==> config.mk <==
export PLATFORM = sky130hd
export DESIGN_NAME = div_pipe
export DESIGN_NICKNAME = d
export VERILOG_FILES = /design/src/rtl/div_pipe_pkg.sv /design/src/rtl/div_pipe_stage.sv /design/src/rtl/div_pipe.sv
export SDC_FILE = /design/constraint.sdc
export NUM_CORES = 1
export LEC_CHECK = 0
export BUFFER_PORTS_ARGS = -buffer_cell sky130_fd_sc_hd__buf_4
export CAP_MARGIN = 10
export CORE_UTILIZATION = 55
export CTS_CLUSTER_SIZE = 16
export DETAILED_ROUTE_END_ITERATION = 16
export PLACE_DENSITY = 0.72
export REMOVE_ABC_BUFFERS = 1
export SLEW_MARGIN = 0
export SYNTH_ARGS = -nofsm -noshare
export SYNTH_HDL_FRONTEND = slang
export SYNTH_SLANG_ARGS = --single-unit
==> constraint.sdc <==
create_clock -name clk_i -period 3 [get_ports clk_i]
set_input_delay 0.6 -clock clk_i [delete_from_list [all_inputs] [get_ports clk_i]]
set_output_delay 0.6 -clock clk_i [all_outputs]
set_load 0.01 [all_outputs]
==> src/rtl/div_pipe_pkg.sv <==
// rtl/div_pipe_pkg.sv - shared types, constants and helpers for the pipelined divider
//
// Purpose: default geometry, latency helper and the per-stage control record
// carried alongside the datapath through every pipeline register.
// Data fields (partial remainder, quotient, divisor magnitude) depend on the
// divider parameters, so they travel as separate parameter-sized vectors next
// to this record.
package div_pipe_pkg;

    localparam int DEF_N   = 8;
    localparam int DEF_BPS = 1;
    localparam int ITER    = DEF_N / DEF_BPS;

    // Total latency from accept to result: conditioning + iterations + sign fix.
    function automatic int div_lat(input int n, input int bps);
        return n / bps + 2;
    endfunction

    typedef struct packed {
        logic valid;
        logic sign_q;   // negate quotient at the output
        logic sign_r;   // negate remainder at the output
        logic dbz;      // divisor was zero
    } stage_ctl_t;

endpackage

==> src/rtl/div_pipe_stage.sv <==
// rtl/div_pipe_stage.sv - one restoring iteration stage retiring BPS quotient bits
//
// Purpose: BPS restoring steps followed by the stage register.
// Ports:
//   clk_i, rst_n_i   clock, asynchronous active-low reset
//   adv_i            global pipeline advance; the register loads only when high
//   ctl_i / ctl_o    control record in / registered out
//   rem_i / rem_o    partial remainder (M bits between stages)
//   quo_i / quo_o    combined register: unconsumed dividend bits at the top,
//                    developed quotient bits shifted in at the bottom
//   div_i / div_o    divisor magnitude
module div_pipe_stage
    import div_pipe_pkg::*;
#(
    parameter int N   = 8,
    parameter int M   = 8,
    parameter int BPS = 1
) (
    input  logic             clk_i,
    input  logic             rst_n_i,
    input  logic             adv_i,
    input  stage_ctl_t       ctl_i,
    input  logic [M-1:0]     rem_i,
    input  logic [N-1:0]     quo_i,
    input  logic [M-1:0]     div_i,
    output stage_ctl_t       ctl_o,
    output logic [M-1:0]     rem_o,
    output logic [N-1:0]     quo_o,
    output logic [M-1:0]     div_o
);

    logic [M:0]   trial;
    logic [M-1:0] rem_v;
    logic [N-1:0] quo_v;

    stage_ctl_t   ctl_d, ctl_q;
    logic [M-1:0] rem_d, rem_q;
    logic [N-1:0] quo_d, quo_q;
    logic [M-1:0] div_d, div_q;

    // Trial value is M+1 bits: the shifted remainder can reach 2*|d|-1.
    // After a successful subtraction the result is below |d| and fits M bits,
    // so the subtraction is done modulo 2^M.
    always_comb begin
        rem_v = rem_i;
        quo_v = quo_i;
        trial = '0;
        for (int s = 0; s < BPS; s++) begin
            trial = {rem_v, quo_v[N-1]};
            quo_v = {quo_v[N-2:0], 1'b0};
            if (trial >= {1'b0, div_i}) begin
                rem_v    = trial[M-1:0] - div_i;
                quo_v[0] = 1'b1;
            end else begin
                rem_v = trial[M-1:0];
            end
        end
    end

    always_comb begin
        ctl_d = ctl_q;
        rem_d = rem_q;
        quo_d = quo_q;
        div_d = div_q;
        if (adv_i) begin
            ctl_d = ctl_i;
            rem_d = rem_v;
            quo_d = quo_v;
            div_d = div_i;
        end
    end

    always_ff @(posedge clk_i or negedge rst_n_i) begin
        if (!rst_n_i) begin
            ctl_q <= '0;
            rem_q <= '0;
            quo_q <= '0;
            div_q <= '0;
        end else begin
            ctl_q <= ctl_d;
            rem_q <= rem_d;
            quo_q <= quo_d;
            div_q <= div_d;
        end
    end

    assign ctl_o = ctl_q;
    assign rem_o = rem_q;
    assign quo_o = quo_q;
    assign div_o = div_q;

endmodule

==> src/rtl/div_pipe.sv <==
// rtl/div_pipe.sv - pipelined signed/unsigned integer divider with ready/valid flow control
//
// Purpose: restoring divider, N/BPS + 2 cycle latency, one result per cycle,
// truncating toward zero. Optional macro DIV_PIPE_DBZ_EN adds dbz_o.
// Ports:
//   clk_i, rst_n_i          clock, asynchronous active-low reset
//   valid_i / ready_o       input handshake (ready_o is the global advance)
//   signed_i                per-transaction two's complement mode
//   dividend_i, divisor_i   operands (N / M bits)
//   valid_o / ready_i       output handshake
//   quotient_o, remainder_o results (N / M bits)
//   dbz_o                   divisor was zero (DIV_PIPE_DBZ_EN only)
module div_pipe
    import div_pipe_pkg::*;
#(
    parameter int N   = 8,
    parameter int M   = 8,
    parameter int BPS = 1
) (
    input  logic         clk_i,
    input  logic         rst_n_i,
    input  logic         valid_i,
    output logic         ready_o,
    input  logic         signed_i,
    input  logic [N-1:0] dividend_i,
    input  logic [M-1:0] divisor_i,
    output logic         valid_o,
    input  logic         ready_i,
    output logic [N-1:0] quotient_o,
`ifdef DIV_PIPE_DBZ_EN
    output logic [M-1:0] remainder_o,
    output logic         dbz_o
`else
    output logic [M-1:0] remainder_o
`endif
);

    localparam int NSTG = N / BPS;

    if ((N % BPS) != 0 || M > N || M < 2 || N < 2) begin : g_bad_cfg
        $fatal(1, "div_pipe: illegal N/M/BPS combination");
    end

    // Whole pipe moves together; bubbles are not squeezed out.
    logic adv;
    logic valid_q;
    assign adv     = !valid_q | ready_i;
    assign ready_o = adv;

    // ---------------- input conditioning stage ----------------
    // An N-bit unsigned register holds |most negative| (2^(N-1)) exactly,
    // so no extra magnitude bit is needed past this point.
    logic         a_neg, b_neg, b_zero;
    logic [N-1:0] a_mag;
    logic [M-1:0] b_mag;

    stage_ctl_t   in_ctl_d, in_ctl_q;
    logic [N-1:0] in_quo_d, in_quo_q;
    logic [M-1:0] in_div_d, in_div_q;

    always_comb begin
        a_neg  = signed_i & dividend_i[N-1];
        b_neg  = signed_i & divisor_i[M-1];
        b_zero = (divisor_i == '0);
        a_mag  = a_neg ? -dividend_i : dividend_i;
        b_mag  = b_neg ? -divisor_i : divisor_i;

        in_ctl_d = in_ctl_q;
        in_quo_d = in_quo_q;
        in_div_d = in_div_q;
        if (adv) begin
            in_ctl_d.valid  = valid_i;
            // Zero divisor always yields an all-ones quotient, never negated.
            in_ctl_d.sign_q = (a_neg ^ b_neg) & !b_zero;
            in_ctl_d.sign_r = a_neg;
`ifdef DIV_PIPE_DBZ_EN
            in_ctl_d.dbz    = b_zero;
`else
            in_ctl_d.dbz    = 1'b0;
`endif
            in_quo_d = a_mag;
            in_div_d = b_mag;
        end
    end

    always_ff @(posedge clk_i or negedge rst_n_i) begin
        if (!rst_n_i) begin
            in_ctl_q <= '0;
            in_quo_q <= '0;
            in_div_q <= '0;
        end else begin
            in_ctl_q <= in_ctl_d;
            in_quo_q <= in_quo_d;
            in_div_q <= in_div_d;
        end
    end

    // ---------------- iteration stages ----------------
    stage_ctl_t   ctl_c [NSTG+1];
    logic [M-1:0] rem_c [NSTG+1];
    logic [N-1:0] quo_c [NSTG+1];
    logic [M-1:0] div_c [NSTG+1];

    assign ctl_c[0] = in_ctl_q;
    assign rem_c[0] = '0;
    assign quo_c[0] = in_quo_q;
    assign div_c[0] = in_div_q;

    for (genvar g = 0; g < NSTG; g++) begin : g_stage
        div_pipe_stage #(
            .N   (N),
            .M   (M),
            .BPS (BPS)
        ) u_stage (
            .clk_i   (clk_i),
            .rst_n_i (rst_n_i),
            .adv_i   (adv),
            .ctl_i   (ctl_c[g]),
            .rem_i   (rem_c[g]),
            .quo_i   (quo_c[g]),
            .div_i   (div_c[g]),
            .ctl_o   (ctl_c[g+1]),
            .rem_o   (rem_c[g+1]),
            .quo_o   (quo_c[g+1]),
            .div_o   (div_c[g+1])
        );
    end

    // ---------------- sign fix / output stage ----------------
    stage_ctl_t   last_ctl;
    logic         valid_d;
    logic [N-1:0] quotient_d, quotient_q;
    logic [M-1:0] remainder_d, remainder_q;

    assign last_ctl = ctl_c[NSTG];

    always_comb begin
        valid_d     = valid_q;
        quotient_d  = quotient_q;
        remainder_d = remainder_q;
        if (adv) begin
            valid_d     = last_ctl.valid;
            quotient_d  = last_ctl.sign_q ? -quo_c[NSTG] : quo_c[NSTG];
            remainder_d = last_ctl.sign_r ? -rem_c[NSTG] : rem_c[NSTG];
        end
    end

    always_ff @(posedge clk_i or negedge rst_n_i) begin
        if (!rst_n_i) begin
            valid_q     <= 1'b0;
            quotient_q  <= '0;
            remainder_q <= '0;
        end else begin
            valid_q     <= valid_d;
            quotient_q  <= quotient_d;
            remainder_q <= remainder_d;
        end
    end

    assign valid_o     = valid_q;
    assign quotient_o  = quotient_q;
    assign remainder_o = remainder_q;

`ifdef DIV_PIPE_DBZ_EN
    logic dbz_d, dbz_q;

    always_comb begin
        dbz_d = dbz_q;
        if (adv) begin
            dbz_d = last_ctl.valid & last_ctl.dbz;
        end
    end

    always_ff @(posedge clk_i or negedge rst_n_i) begin
        if (!rst_n_i) begin
            dbz_q <= 1'b0;
        end else begin
            dbz_q <= dbz_d;
        end
    end

    assign dbz_o = dbz_q;
`else
    // Flag is tied off in this build; the divisor magnitude of the last stage
    // is also only needed inside the iteration chain.
    logic unused_ok;
    assign unused_ok = ^{last_ctl.dbz, div_c[NSTG]};
`endif

endmodule

# --- Word level (Yosys, flattened, before mapping) ---
# Index checks and enable logic that the tools add are counted.
classes:
  add_sub_neg: 12
  n_mul: 0
  n_div: 0
  magnitude_cmp: 8
  n_eq_ne: 0
  shift: 0
  muxes: 20
  bitwise: 5
  reduce_logical: 3
op_table:
  columns: ["op", "count"]
  rows:
  - ["8-bit two-way mux", 12]
  - ["9-bit by 8-bit >= comparator with 1-bit output", 7]
  - ["8-bit subtractor", 7]
  - ["8-bit negator", 4]
  - ["1-bit by 8-bit >= comparator with 1-bit output", 1]
  - ["8-bit zero test", 1]
  - ["1-bit two-way mux", 8]
  - ["1-bit by 8-bit subtractor with 8-bit output", 1]
  - ["1-bit AND", 3]
  - ["1-bit zero test", 2]
  - ["1-bit bitwise OR", 1]
  - ["1-bit bitwise XOR", 1]
totals:
  reg_bits: 244
  latch_bits: 0
  ramBits: 0
  mem_bits_ro: 0
  word_cells: 103
  mem_count: 0

# --- Logic depth before layout (Yosys ltp) ---
# Gate-level depths: netlist of the first run.
logic_depth:
  word_depth: 3
  ltp_mapped: 9
  ltp_nobuf: 9

# --- Modules after synthesis ---
# From an unflattened synthesis of the first run, not the netlist that was laid out.
hier_totals:
  hier_cells: 1405
  hier_area_um2: 14505.2
by_module_without_submodules:
  columns: ["module", "instances", "cells_each", "area_per_inst_um2"]
  rows:
  - ["div_pipe_stage (g_stage[0].u_stage ...)", 6, 151, 1579.0]
  - ["div_pipe", 1, 202, 1859.3]
  - ["div_pipe_stage (g_stage[4].u_stage)", 1, 150, 1602.8]
  - ["div_pipe_stage (g_stage[3].u_stage)", 1, 147, 1569.0]

# --- Least setup slack after synthesis of the first run ---
# OpenSTA, ideal clock, no wires.
synth_path:
  path_type: "register -> register"
  start: "register g_stage[3].u_stage.div_q[2]"
  end: "register g_stage[4].u_stage.rem_q[0]"
  setup_ns: 0.125
  arrival_ns: 1.966
  required_ns: 2.875
  setup_slack_ns: 0.909
  stages_incl_launch_ff: 10
  synth_period_minus_slack_ns: 2.091
  cell_sequence: "dfrtp_1 > inv_1 > ha_1 > a21o_1 > a31oi_1 > o221ai_1 > a211o_1 > buf_6 > mux2i_1 > mux2_2"
synth_between:
  elab_chain_cells: 2
synth_lines:
  columns: ["item", "line", "rtl"]
  rows:
  - ["start: declaration", "div_pipe_stage.sv:39", "logic [M-1:0] div_d, div_q;"]
  - ["start signal: assignment", "div_pipe_stage.sv:83", "div_q <= div_d;"]
  - ["9-bit by 8-bit >= comparator with 1-bit output", "div_pipe_stage.sv:51", "if (trial >= {1'b0, div_i}) begin"]
  - ["8-bit two-way mux", "div_pipe_stage.sv:51", null]
  - ["end signal: assignment", "div_pipe_stage.sv:81", "rem_q <= rem_d;"]
  - ["end: declaration", "div_pipe_stage.sv:37", "logic [M-1:0] rem_d, rem_q;"]
# No other way between the ends.
# A chain may end at the register's enable or synchronous reset.

# --- Worst setup path in the final report of the first run ---
layout_path:
  start: "register g_stage[2].u_stage.div_q[2]"
  end: "register g_stage[3].u_stage.rem_q[0]"
layout_between:
  elab_chain_cells: 2
layout_lines:
  columns: ["item", "line"]
  rows:
  - ["start: declaration", "div_pipe_stage.sv:39"]
  - ["start signal: assignment", "div_pipe_stage.sv:83"]
  - ["9-bit by 8-bit >= comparator with 1-bit output", "div_pipe_stage.sv:51"]
  - ["8-bit two-way mux", "div_pipe_stage.sv:51"]
  - ["end signal: assignment", "div_pipe_stage.sv:81"]
  - ["end: declaration", "div_pipe_stage.sv:37"]
# No other way between the ends.

==> impl_summary.txt, run 1 <==
----------------------------------------------------
[Finish]
  Area of combinational cells with multiple inputs ... 6020 µm²
  Fillcell total ... 1912
  Diode insertion count for antenna repair ... 0
  Fraction of layout cells with a size suffix above 1 ... 8.29%
  Relative area change from synthesis to final layout ... 12.1%
  Sequential standard cell area ... 6110 µm²
  Post-layout nets ... 1566

[Yosys]
  Count leader, synth ... sky130_fd_sc_hd__nand2_1
  Synthesis warning total ... 0
  Number of enable-type register cells in the synthesized netlist ... 0
  Proportion of synthesized flip-flops having asynchronous set or reset ... 100%
  Flip-flop and latch count after synthesis ... 244
  Cell taking the most area after synthesis ... sky130_fd_sc_hd__dfrtp_1
  Mapped cell area ... 12700 µm²
  Synthesized instance count ... 1452
  Proportion of netlist area held by the largest area contributor ... 48.1%
  Post-Syn Area per Cell ... 8.75 µm²
  Leading post-synthesis cells by instance count ... sky130_fd_sc_hd__nand2_1, sky130_fd_sc_hd__dfrtp_1, sky130_fd_sc_hd__o21ai_0
  Seq/Total Area, Yosys ... 48.1%
  Yosys cell types ... 48
  Leading post-synthesis cells by cell area ... sky130_fd_sc_hd__dfrtp_1, sky130_fd_sc_hd__nand2_1, sky130_fd_sc_hd__ha_1
  Dominant synthesized flop cell ... sky130_fd_sc_hd__dfrtp_1

[Hold path]
  Worst min-delay path category ... primary input to asynchronous set/reset pin

[Timing]
  F_max ... 408 MHz
  Final Critical Period ... 2.45 ns
  Max-slew violation count ... 0
  Slew headroom ... 54.1%
  RSZ-0062 raised after global routing ... no
  Final-report hold violation count ... 0
  Final number of setup-violating endpoints ... 0
  Clock skew after layout ... 0.0252 ns
  Setup slack after layout ... 0.551 ns
  Final worst-path cycle share ... 81.6%
  Total negative slack for setup checks ... 0 ns
  Transition time of the tightest slew-check pin ... 0.689 ns

[Detailed routing]
  Via count ... 9578
  Routed wire length per instance ... 13.9 µm
  Overall routed net length ... 24700 µm
  Count of antenna-violating nets left after detailed routing ... 0
  DRC violation count after routing ... 0
  Iteration-0 DRC count of the detailed router ... 590
  Drt pass-1 iters ... 5
  Detailed-route vias per instance ... 5.38

[Worst setup path]
  Arr. time, crit path ... 2.88 ns
  Worst Setup SP ... g_stage[2].u_stage.div_o[2]$_DFFE_PN0P_
  Stage delay of the slowest cell on the critical path ... 0.49 ns
  Data required time at the worst endpoint ... 3.44 ns
  Capture point of the worst reg-to-reg path ... g_stage[3].u_stage.rem_o[0]$_DFFE_PN0P_
  Cell breakdown of the critical path ... inv_1 > ha_1 > a21o_1 > a31oi_1 > o221ai_1 > a211o_1 > mux2i_1 > mux2_2
  Startpoint kind of the worst setup timing path ... flop
  Critical-path top delay cell ... sky130_fd_sc_hd__a211o_1
  Reg2Reg Depth ... 8
  Worst path buffer plus inverter count ... 1
  Register-to-Register Setup Slack ... 0.55 ns
  CP max FO ... 11
  Cell family contributing the most delay on the critical path ... compound AO/OA/AOI/OAI gates
  Critical R2R Launch ... g_stage[2].u_stage.div_o[2]$_DFFE_PN0P_
  Setup crit end kind ... flop
  Kind of critical path ... flop to flop

[Clock network]
  Number of cells upsized or downsized after cts ... 0
  Clock edge transition at the registers on the reported setup and hold paths ... 0.06 ns
  Cts hold-fix bufs ... 0
  H-Tree Level Count ... 1
  Maximum clock insertion buffer count ... 3
  CTS tree ... built
  Clock latency at the later pin of the worst-skew pair ... 0.55 ns
  Number of setup buffers added after CTS ... 0
  Number of buffers created by CTS ... 28
  Clock sinks ... 244
  Root buffer selected by CTS ... sky130_fd_sc_hd__clkbuf_16

[Place]
  Gp weighted congestion ... 0.879
  Estimated wirelength of the detail-placed design ... 16800 µm
  Port-buffer cells ... 38
  Pre-CTS worst setup slack ... 0.662 ns

[Floorplanning]
  Number of placement rows ... 55
  Die boundary width ... 154 µm
  Area of the core ... 22600 µm²
  Floorplan die height ... 154 µm
  Num ports ... 39
  Die area ... 23700 µm²
  Initial Util ... 56.1%

[Pwr]
  P per Cell Area ... 1270 nW/µm²
  P_sw ... 7.21 mW
  Static Leakage ... 6.84 nW
  Fraction of power spent switching nets ... 39.8%
  Clk pwr share ... 19.1%
  Pint ... 10.9 mW
  Portion of total power attributed to sequential cells ... 31.6%
  VDD IR max ... 0.555 mV
  Combinational cell fraction of total power ... 49.3%

[Job]
  Number of max-cap violations ... 0

[Global route]
  Via count of the first global-routing pass ... 9541
  Total grt overflow ... 0
  Initial antenna violation count ... 0
  Pin count of the biggest net entering global routing ... 83
  Global-route wire length before repair ... 43400 µm
  Tot GR Track Use ... 21.7%

[Run status]
  Outcome ... completed

----------------------------------------------------
[power by group through the flow]
stage	clock network (mW)	logic (mW)	registers (mW)
after floorplan	0	7.04	5.58
after global placement	0	8.66	5.71
after detailed placement	0	8.87	5.78
after CTS	3.53	8.96	5.73
after global routing	3.67	10.2	5.92
final	3.45	8.93	5.72
[worst reg2reg max path, cell delays in order, from the launching register on]
cell and delay [ns]:
sky130_fd_sc_hd__dfrtp_1 0.34, sky130_fd_sc_hd__inv_1 0.05, sky130_fd_sc_hd__ha_1 0.38, sky130_fd_sc_hd__a21o_1 0.21, sky130_fd_sc_hd__a31oi_1 0.25, sky130_fd_sc_hd__o221ai_1 0.17, sky130_fd_sc_hd__a211o_1 0.49, sky130_fd_sc_hd__mux2i_1 0.18
sky130_fd_sc_hd__mux2_2 0.28
[placed cells by master, fill, tap and decap left out, types with 7 or more instances in the layout]
| cell | Yosys | routed |
|---|---|---|
| sky130_fd_sc_hd__nand2_1 | 384 | 384 |
| sky130_fd_sc_hd__dfrtp_1 | 244 | 244 |
| sky130_fd_sc_hd__o21ai_0 | 114 | 114 |
| sky130_fd_sc_hd__nor2_1 | 106 | 106 |
| sky130_fd_sc_hd__a21oi_1 | 92 | 92 |
| sky130_fd_sc_hd__inv_1 | 85 | 84 |
| sky130_fd_sc_hd__ha_1 | 62 | 62 |
| sky130_fd_sc_hd__buf_4 | 0 | 54 |
| sky130_fd_sc_hd__mux2i_1 | 30 | 30 |
| sky130_fd_sc_hd__nor2b_1 | 30 | 29 |
| sky130_fd_sc_hd__clkbuf_16 | 0 | 28 |
| sky130_fd_sc_hd__xnor2_1 | 23 | 23 |
| sky130_fd_sc_hd__xor2_1 | 20 | 20 |
| sky130_fd_sc_hd__nor3_1 | 18 | 18 |
| sky130_fd_sc_hd__a211oi_1 | 18 | 18 |
| sky130_fd_sc_hd__a31oi_1 | 16 | 16 |
| sky130_fd_sc_hd__nand2b_1 | 14 | 14 |
| sky130_fd_sc_hd__or3_1 | 10 | 10 |
| sky130_fd_sc_hd__a21o_1 | 10 | 10 |
| sky130_fd_sc_hd__nand3_1 | 8 | 8 |
| sky130_fd_sc_hd__or2_2 | 8 | 8 |
| sky130_fd_sc_hd__mux2_2 | 8 | 8 |
| sky130_fd_sc_hd__and3_1 | 8 | 8 |
| sky130_fd_sc_hd__nand3b_1 | 8 | 8 |
| sky130_fd_sc_hd__clkbuf_1 | 46 | 8 |
| sky130_fd_sc_hd__o21a_1 | 7 | 7 |
| sky130_fd_sc_hd__fa_1 | 7 | 7 |
[registers in the layout, indices dropped and copies added (netlist names)]
signal                 cells
ctl_c                      3
g_stage.u_stage.ctl_o     24
g_stage.u_stage.div_o     56
g_stage.u_stage.quo_o     64
g_stage.u_stage.rem_o     64
in_div_q                   8
in_quo_q                   8
quotient_o                 8
remainder_o                8
valid_o                    1
[area by class of cell]
type	instances	share of cell area (%)
well taps	285	2.50
flip-flops and latches	244	42.9
multi-input cells	1059	42.3
clock inverters	8	1.00
inverters	85	2.28
clock buffers	42	5.71
repair buffers	58	3.37
[through the flow]
step	utilization [%]	hold WS, ns	cell area [µm²]	instances	power (mW)
after floorplan	-	0.304	12400	1388	12.6
after global placement	58.7	0.441	13300	1731	14.4
after detailed placement	58.7	0.447	13300	1731	14.6
after CTS	62.9	0.0427	14200	1781	18.2
after global routing	62.9	0.0753	14200	1781	19.8
final	62.9	0.0351	14200	1781	18.1
[worst max path at each step]
stage | to | slack [ns] | cells after the start
after CTS | g_stage[3].u_stage.rem_o[0]$_DFFE_PN0P_ | 0.59 | 8
after global placement | g_stage[3].u_stage.rem_o[0]$_DFFE_PN0P_ | 0.72 | 8
after floorplan | g_stage[7].u_stage.rem_o[6]$_DFFE_PN0P_ | -15.88 | 5
after detailed placement | g_stage[3].u_stage.rem_o[0]$_DFFE_PN0P_ | 0.66 | 8
final | g_stage[3].u_stage.rem_o[0]$_DFFE_PN0P_ | 0.55 | 8
after global routing | g_stage[6].u_stage.rem_o[6]$_DFFE_PN0P_ | 0.47 | 8
[per-layer routing]
metal	global-route usage (%)	routed length (µm)	up-vias	part of all wire, %
met4	5.10	355	0	1.4
met2	37.9	12100	116	49
li1	-	-	4886	-
met3	2.59	653	33	2.6
met5	0	0	-	0
met1	28.9	11600	4543	47
[logic make-up after synthesis]
logic type               count (synthesis)  synth area share [%]
buffers and inverters                  149                  4.66
AND/OR/NAND/NOR                        605                  20.0
adder cells (fa/ha/maj)                 69                  7.21
AO/OA/AOI/OAI                          304                  14.0
flip-flops                             244                  48.1
multiplexers                            38                  3.07
XOR/XNOR                                43                  2.96
Note: power is estimated with default switching activity, not from simulation.
==> run 2, diff against run 1 <==
- ABC_AREA: not set -> 1
- PLACE_DENSITY: 0.72 -> 0.75
- clock period: 3 -> 2.24 ns (I/O delays scaled with it)
==> run 2 against run 1 <==
Clock power up 29%. Critical path depth decreased by 4. Worst hold slack better by 0.10 ns. Worst setup slack got worse by 0.42 ns. Wire length up 18%. Clock-buffer cell count fell by 6. Non-clock buffer count decreased by 5. Power rose by 38%. Via count grew 14%. Area after synthesis up 5.7%. Cell count rose by 18%. Die area up 5.7%. Critical path type is now flop to output port. Critical endpoint is now ready_o. Highest routed layer unchanged.
==> impl_summary.txt, run 2 <==
----------------------------------------------------
[Finish]
  Finished Layout Cells ... 2110 (+18%)
  Relative area change from synthesis to final layout ... 11.5%
  Diode insertion count for antenna repair ... 0 (unchanged)
  Fraction of layout cells with a size suffix above 1 ... 7.98% (-0.30 points)
  Most frequent standard cell in the layout excluding fill and tap cells ... sky130_fd_sc_hd__nand2_1
  Commonest cells after routing, fill and taps aside ... sky130_fd_sc_hd__nand2_1, sky130_fd_sc_hd__dfrtp_1, sky130_fd_sc_hd__inv_1
  Fillcell total ... 2119 (+11%)
  Post-layout nets ... 1863 (+19%)

[Place]
  Pre-CTS worst setup slack ... 0.391 ns (-0.271 ns)
  Total placed cells including tap cells ... 2063 (+19%)
  Gp weighted congestion ... 0.882 (+0.27%)
  Estimated wirelength of the detail-placed design ... 20900 µm (+24%)
  Port-buffer cells ... 38 (unchanged)

[Floorplanning]
  Initial Util ... 56.7% (+0.60 points)
  Num ports ... 39 (unchanged)
  Die area ... 25100 µm² (+5.7%)
  Floorplan die height ... 158 µm (+2.8%)
  Number of placement rows ... 56 (+1.8%)
  Die boundary width ... 158 µm (+2.8%)
  Area of the core ... 23700 µm² (+4.6%)

[Worst setup path]
  Arr. time, crit path ... 1.66 ns (-1.22 ns)
  Data required time at the worst endpoint ... 1.79 ns (-1.65 ns)
  Setup crit end kind ... output port
  Startpoint kind of the worst setup timing path ... flop
  CP max FO ... 37 (+26)
  Kind of critical path ... flop to output port

[Timing]
  Total negative slack for setup checks ... 0 ns (unchanged)
  Slew headroom ... 66.1% (+12 points)
  Setup slack after layout ... 0.128 ns (-0.423 ns)
  Final worst-path cycle share ... 94.3%
  F_max ... 474 MHz
  RSZ-0062 raised after global routing ... no
  Clock skew after layout ... 0.00932 ns (-0.0158 ns)
  Max-slew violation count ... 0 (unchanged)
  Final Critical Period ... 2.11 ns
  Final-report hold violation count ... 0 (unchanged)
  Final number of setup-violating endpoints ... 0 (unchanged)
  Transition time of the tightest slew-check pin ... 0.509 ns (-0.180 ns)

[Pwr]
  Combinational cell fraction of total power ... 51.7% (+2.4 points)
  Clk pwr share ... 17.8% (-1.3 points)
  VDD IR max ... 0.738 mV (+33%)
  Fraction of power spent switching nets ... 44.5% (+4.7 points)
  Post-route total power ... 25.0 mW (+38%)
  Pint ... 13.9 mW (+27%)
  Portion of total power attributed to sequential cells ... 30.5% (-1.1 points)
  P per Cell Area ... 1670 nW/µm² (+31%)
  Static Leakage ... 7.94 nW (+16%)
  P_sw ... 11.1 mW (+54%)

[Clock network]
  Clock edge transition at the registers on the reported setup and hold paths ... 0.06 ns (about the same)
  Clock sinks ... 244 (unchanged)
  Maximum clock insertion buffer count ... 3 (unchanged)
  CTS tree ... built
  Number of cells upsized or downsized after cts ... 0 (unchanged)
  Root buffer selected by CTS ... sky130_fd_sc_hd__clkbuf_16
  H-Tree Level Count ... 1 (unchanged)
  Number of buffers created by CTS ... 26 (-7.1%)
  Clock latency at the later pin of the worst-skew pair ... 0.52 ns (-0.03 ns)

[Yosys]
  Post-Syn Area per Cell ... 7.69 µm² (-12%)
  Dominant synthesized flop cell ... sky130_fd_sc_hd__dfrtp_1
  Count leader, synth ... sky130_fd_sc_hd__nand2_1
  Proportion of netlist area held by the largest area contributor ... 45.4% (-2.6 points)
  Synthesized instance count ... 1747 (+20%)
  Yosys cell types ... 39 (-19%)
  Number of enable-type register cells in the synthesized netlist ... 0 (unchanged)
  Leading post-synthesis cells by instance count ... sky130_fd_sc_hd__nand2_1, sky130_fd_sc_hd__dfrtp_1, sky130_fd_sc_hd__inv_1
  Leading post-synthesis cells by cell area ... sky130_fd_sc_hd__dfrtp_1, sky130_fd_sc_hd__nand2_1, sky130_fd_sc_hd__ha_1
  Proportion of synthesized flip-flops having asynchronous set or reset ... 100% (unchanged)
  Synthesis warning total ... 0 (unchanged)
  Seq/Total Area, Yosys ... 45.4% (-2.6 points)
  Flip-flop and latch count after synthesis ... 244 (unchanged)
  Mapped cell area ... 13400 µm² (+5.7%)
  Cell taking the most area after synthesis ... sky130_fd_sc_hd__dfrtp_1

[Global route]
  Via count of the first global-routing pass ... 10300 (+7.8%)
  Initial antenna violation count ... 0 (unchanged)
  Pin count of the biggest net entering global routing ... 124 (+49%)
  Global-route wire length before repair ... 49400 µm (+14%)
  Tot GR Track Use ... 24.5% (+2.8 points)
  Total grt overflow ... 0 (unchanged)

[Detailed routing]
  Routed wire length per instance ... 13.9 µm (about the same)
  Via count ... 10900 (+14%)
  DRC violation count after routing ... 0 (unchanged)
  Iteration-0 DRC count of the detailed router ... 816 (+38%)
  Count of antenna-violating nets left after detailed routing ... 0 (unchanged)
  Drt pass-1 iters ... 5 (unchanged)
  Overall routed net length ... 29300 µm (+18%)
  Detailed-route vias per instance ... 5.18 (-3.7%)

[Hold path]
  Worst min-delay path category ... primary input to flop

[Run status]
  Outcome ... completed

[Job]
  Number of max-cap violations ... 0 (unchanged)

----------------------------------------------------
-- run 2: area by class of cell --
class                   count  area [µm²]  area share [%]
multi-input cells        1239        6290            42.0
flip-flops and latches    244        6110            40.7
inverters                 209         790            5.27
clock buffers              36         759            5.07
repair buffers             53         508            3.39
well taps                 319         399            2.66
clock inverters            10         135           0.902
-- run 2: path summary, 6_finish.rpt --
kind | start | to | slack (ns) | depth (start not counted)
worst min-delay path | valid_i | ctl_c[35]$_DFFE_PN0P_ | 0.14 | 3
worst max register to register | g_stage[5].u_stage.div_o[2]$_DFFE_PN0P_ | g_stage[6].u_stage.rem_o[6]$_DFFE_PN0P_ | 0.35 | 10
max in group asynchronous | rst_n_i | in_div_q[3]$_DFFE_PN0P_ | 1.13 | 3
worst max-delay path | valid_o$_DFFE_PN0P_ | ready_o | 0.13 | 4
min in group asynchronous | rst_n_i | quotient_o[5]$_DFFE_PN0P_ | 0.43 | 2
worst min register to register | g_stage[7].u_stage.ctl_o[3]$_DFFE_PN0P_ | valid_o$_DFFE_PN0P_ | 0.45 | 2
-- run 2: what timing repair did --
action,CTS,global route
endpoints found under the hold margin,42,0
hold buffers,1,0
buffers inserted,0,0
-- run 2: kinds of logic after synthesis --
family                     count (synthesis)  share of synthesized area [%]
and+or+nand+nor                          972                           31.1
DFF                                      244                           45.4
AOI/OAI and AO/OA                        165                           6.77
buffers and inverters                    264                           7.75
xor gates and xnor gates                  33                           2.15
adders and majority gates                 69                           6.82
-- run 2: power groups by stage --
stage                     sequential [mW]  clock, mW  combinational (mW)
after floorplan                      7.38          0                9.93
after global placement               7.62          0                12.6
after detailed placement             7.69          0                12.8
after CTS                            7.63       4.51                12.9
after global routing                 7.87       4.68                14.9
final                                7.62       4.44                12.9
-- run 2: layer usage --
metal / share of wire, % / track usage [%] / vias up
met1: 46 / 33.5 / 5072
met2: 47 / 40.8 / 236
met3: 4.3 / 2.89 / 48
li1: - / - / 5574
met5: 0 / 0 / -
met4: 2.7 / 7.33 / 0
-- run 2: critical path: stages (launching register included) --
cell and delay (ns):
sky130_fd_sc_hd__dfrtp_1 0.37, sky130_fd_sc_hd__inv_1 0.07, sky130_fd_sc_hd__nor2_4 0.27, sky130_fd_sc_hd__inv_6 0.20, sky130_fd_sc_hd__buf_4 0.21
-- run 2: per-stage QoR --
| step | utilization (%) | instance area, µm² | hold slack [ns] |
|---|---|---|---|
| 6_report | 63.3 | 15000 | 0.136 |
| 5_1_grt | 63.3 | 15000 | 0.134 |
| 2_1_floorplan | - | 13200 | 0.152 |
| 4_1_cts | 63.3 | 15000 | 0.122 |
| 3_5_place_dp | 59.5 | 14100 | 0.389 |
| 3_3_place_gp | 59.5 | 14100 | 0.385 |
==> run 3, diff against run 2 <==
- PLACE_DENSITY: 0.75 -> 0.72
- clock period: 2.24 -> 2.6 ns (I/O delays scaled with it)
==> run 3 against run 2 <==
Sequential cell count is the same. Clock power shrank 13%. Non-clock buffer count shrank 2. Worst setup slack gained 0.32 ns. Combinational power shrank 14%. Worst hold slack gained 0.064 ns. First-iteration DRC count shrank 2.9%. Critical path depth is the same. Die area is the same. Wire length grew 1.0%. Global-route usage grew 0.16 points. Sequential share of layout area is essentially flat.
==> impl_summary.txt, run 3 (synthesis gave the netlist of run 2 again) <==
----------------------------------------------------
[Run status]
  Outcome ... completed

[Clock network]
  Clock latency at the later pin of the worst-skew pair ... 0.53 ns (about the same)
  Clock sinks ... 244 (unchanged)
  Number of setup buffers added after CTS ... 0 (unchanged)
  Clock edge transition at the registers on the reported setup and hold paths ... 0.06 ns (about the same)
  CTS tree ... built
  H-Tree Level Count ... 1 (unchanged)
  Maximum clock insertion buffer count ... 3 (unchanged)
  Number of buffers created by CTS ... 27 (+3.8%)
  Root buffer selected by CTS ... sky130_fd_sc_hd__clkbuf_16

[Finish]
  Diode insertion count for antenna repair ... 0 (unchanged)
  Commonest cells after routing, fill and taps aside ... sky130_fd_sc_hd__nand2_1, sky130_fd_sc_hd__dfrtp_1, sky130_fd_sc_hd__inv_1
  Most frequent standard cell in the layout excluding fill and tap cells ... sky130_fd_sc_hd__nand2_1
  Relative area change from synthesis to final layout ... 11.4% (about the same)
  Fraction of layout cells with a size suffix above 1 ... 7.98% (unchanged)
  Post-layout nets ... 1862 (-0.054%)
  Total non-filler cell area in the finished layout ... 15000 µm² (about the same)
  Fillcell total ... 2117 (-0.094%)

[Worst setup path]
  Number of logic stages on the critical path including buffering ... 4 (unchanged)
  Startpoint kind of the worst setup timing path ... flop
  Critical R2R Launch ... g_stage[5].u_stage.rem_o[1]$_DFFE_PN0P_
  Kind of critical path ... flop to output port
  Reg2Reg Depth ... 10 (unchanged)
  CP max FO ... 53 (+43%)
  Setup crit end kind ... output port
  Data required time at the worst endpoint ... 2.08 ns (+0.29 ns)
  Cell breakdown of the critical path ... inv_1 > nor2_4 > inv_6 > buf_4
  Arr. time, crit path ... 1.64 ns (-0.02 ns)
  Capture point of the worst reg-to-reg path ... g_stage[6].u_stage.rem_o[0]$_DFFE_PN0P_
  Register-to-Register Setup Slack ... 0.71 ns (+0.36 ns)
  Critical-path top delay cell ... sky130_fd_sc_hd__dfrtp_1
  Worst Setup SP ... valid_o$_DFFE_PN0P_
  Stage delay of the slowest cell on the critical path ... 0.38 ns (about the same)
  Worst path buffer plus inverter count ... 3 (unchanged)
  Cell family contributing the most delay on the critical path ... buffers and inverters

[Place]
  Port-buffer cells ... 38 (unchanged)
  Pre-CTS worst setup slack ... 0.728 ns (+0.337 ns)
  Total placed instance area ... 14100 µm² (-0.20%)
  Gp weighted congestion ... 0.890 (+0.98%)
  Estimated wirelength of the detail-placed design ... 20800 µm (-0.71%)

[Floorplanning]
  Number of placement rows ... 56 (unchanged)
  Die area ... 25100 µm² (unchanged)
  Die boundary width ... 158 µm (unchanged)
  Floorplan die height ... 158 µm (unchanged)
  Initial Util ... 56.7% (unchanged)
  Area of the core ... 23700 µm² (unchanged)
  Num ports ... 39 (unchanged)

[Detailed routing]
  Overall routed net length ... 29500 µm (+1.0%)
  Routed wire length per instance ... 14.0 µm (+1.0%)
  Count of antenna-violating nets left after detailed routing ... 0 (unchanged)
  DRC violation count after routing ... 0 (unchanged)
  Drt pass-1 iters ... 7 (+2)
  Iteration-0 DRC count of the detailed router ... 792 (-2.9%)
  Detailed-route vias per instance ... 5.18 (about the same)
  Via count ... 10900 (-0.018%)

[Timing]
  Clock skew after layout ... 0.0114 ns (+0.00211 ns)
  Min Hold Slack ... 0.200 ns (+0.0636 ns)
  Transition time of the tightest slew-check pin ... 0.636 ns (+0.127 ns)
  Final number of setup-violating endpoints ... 0 (unchanged)
  Max-slew violation count ... 0 (unchanged)
  Slew headroom ... 57.6% (-8.5 points)
  Final worst-path cycle share ... 82.9%
  Setup slack after layout ... 0.444 ns (+0.316 ns)
  RSZ-0062 raised after global routing ... no
  Total negative slack for setup checks ... 0 ns (unchanged)
  F_max ... 464 MHz
  Final Critical Period ... 2.16 ns
  Final-report hold violation count ... 0 (unchanged)

[Global route]
  Pin count of the biggest net entering global routing ... 123 (-0.81%)
  Total grt overflow ... 0 (unchanged)
  Global-route wire length before repair ... 49900 µm (+0.88%)
  Initial antenna violation count ... 0 (unchanged)
  Tot GR Track Use ... 24.6% (+0.16 points)
  Via count of the first global-routing pass ... 10200 (-0.62%)

[Pwr]
  Fraction of power spent switching nets ... 44.6% (+0.13 points)
  VDD IR max ... 0.620 mV (-16%)
  P_sw ... 9.64 mW (-13%)
  Pint ... 12.0 mW (-14%)
  Static Leakage ... 7.95 nW (about the same)
  Portion of total power attributed to sequential cells ... 30.5% (about the same)
  Clk pwr share ... 18.0% (+0.2 points)
  Post-route total power ... 21.6 mW (-13%)
  Combinational cell fraction of total power ... 51.5% (-0.2 points)
  P per Cell Area ... 1440 nW/µm² (-13%)

[Hold path]
  Worst min-delay path endpoint ... ctl_c[35]$_DFFE_PN0P_
  Worst min-delay path category ... primary input to flop
  HP Start ... valid_i
  WHS Path Cells ... 3 (unchanged)

[Job]
  Number of max-cap violations ... 0 (unchanged)

----------------------------------------------------
[run 3: cell types whose count changed in the layout (fill, tap and decap cells not counted)]
cell	change
sky130_fd_sc_hd__clkbuf_8	+1
sky130_fd_sc_hd__buf_4	-1
sky130_fd_sc_hd__clkinv_2	+3
sky130_fd_sc_hd__clkinvlp_4	-2
sky130_fd_sc_hd__buf_12	-1
[run 3: power by group through the flow]
stage	logic (mW)	registers [mW]	clock network, mW
after floorplan	8.56	6.36	0
after global placement	10.8	6.60	0
after detailed placement	11.0	6.64	0
after CTS	11.2	6.60	3.95
after global routing	12.8	6.80	4.11
final	11.1	6.60	3.88
[run 3: layer usage]
| layer | part of all wire (%) | wire [µm] | vias up | GRT usage [%] |
|---|---|---|---|---|
| li1 | - | - | 5570 | - |
| met1 | 48 | 14100 | 5116 | 35.3 |
| met2 | 47 | 13900 | 202 | 40.4 |
| met3 | 3.3 | 965 | 40 | 2.37 |
| met4 | 1.9 | 567 | 0 | 5.54 |
| met5 | 0 | 0 | - | 0 |
[run 3: worst max path at each step]
stage / to
final: ready_o
after CTS: ready_o
after global placement: ctl_c[34]$_DFFE_PN0P_
after detailed placement: ctl_c[34]$_DFFE_PN0P_
after floorplan: ctl_c[34]$_DFFE_PN0P_
after global routing: ready_o
[run 3: metrics by stage]
step / std cells / utilization [%]
after floorplan: 1692 / -
after global placement: 2061 / 59.3
after detailed placement: 2061 / 59.3
after CTS: 2110 / 63.2
after global routing: 2110 / 63.2
final: 2110 / 63.2
[run 3: layout make-up]
type | instances | area, µm² | area share, %
Multi-Input combinational cell | 1239 | 6290 | 42.0
Sequential cell | 244 | 6110 | 40.8
Inverter | 209 | 790 | 5.27
Clock buffer | 37 | 773 | 5.16
Timing Repair Buffer | 51 | 480 | 3.21
Tap cell | 319 | 399 | 2.67
Clock inverter | 11 | 135 | 0.903
[run 3: worst min-delay path, stage by stage]
cell	delay, ns
sky130_fd_sc_hd__buf_4	0.08
sky130_fd_sc_hd__nand2_1	0.04
sky130_fd_sc_hd__nand2_1	0.04
[run 3: repair_timing]
action / in CTS / in global routing
endpoints found under the hold margin: 9 / 0
hold buffers: 1 / 0
resized for setup: 0 / 0
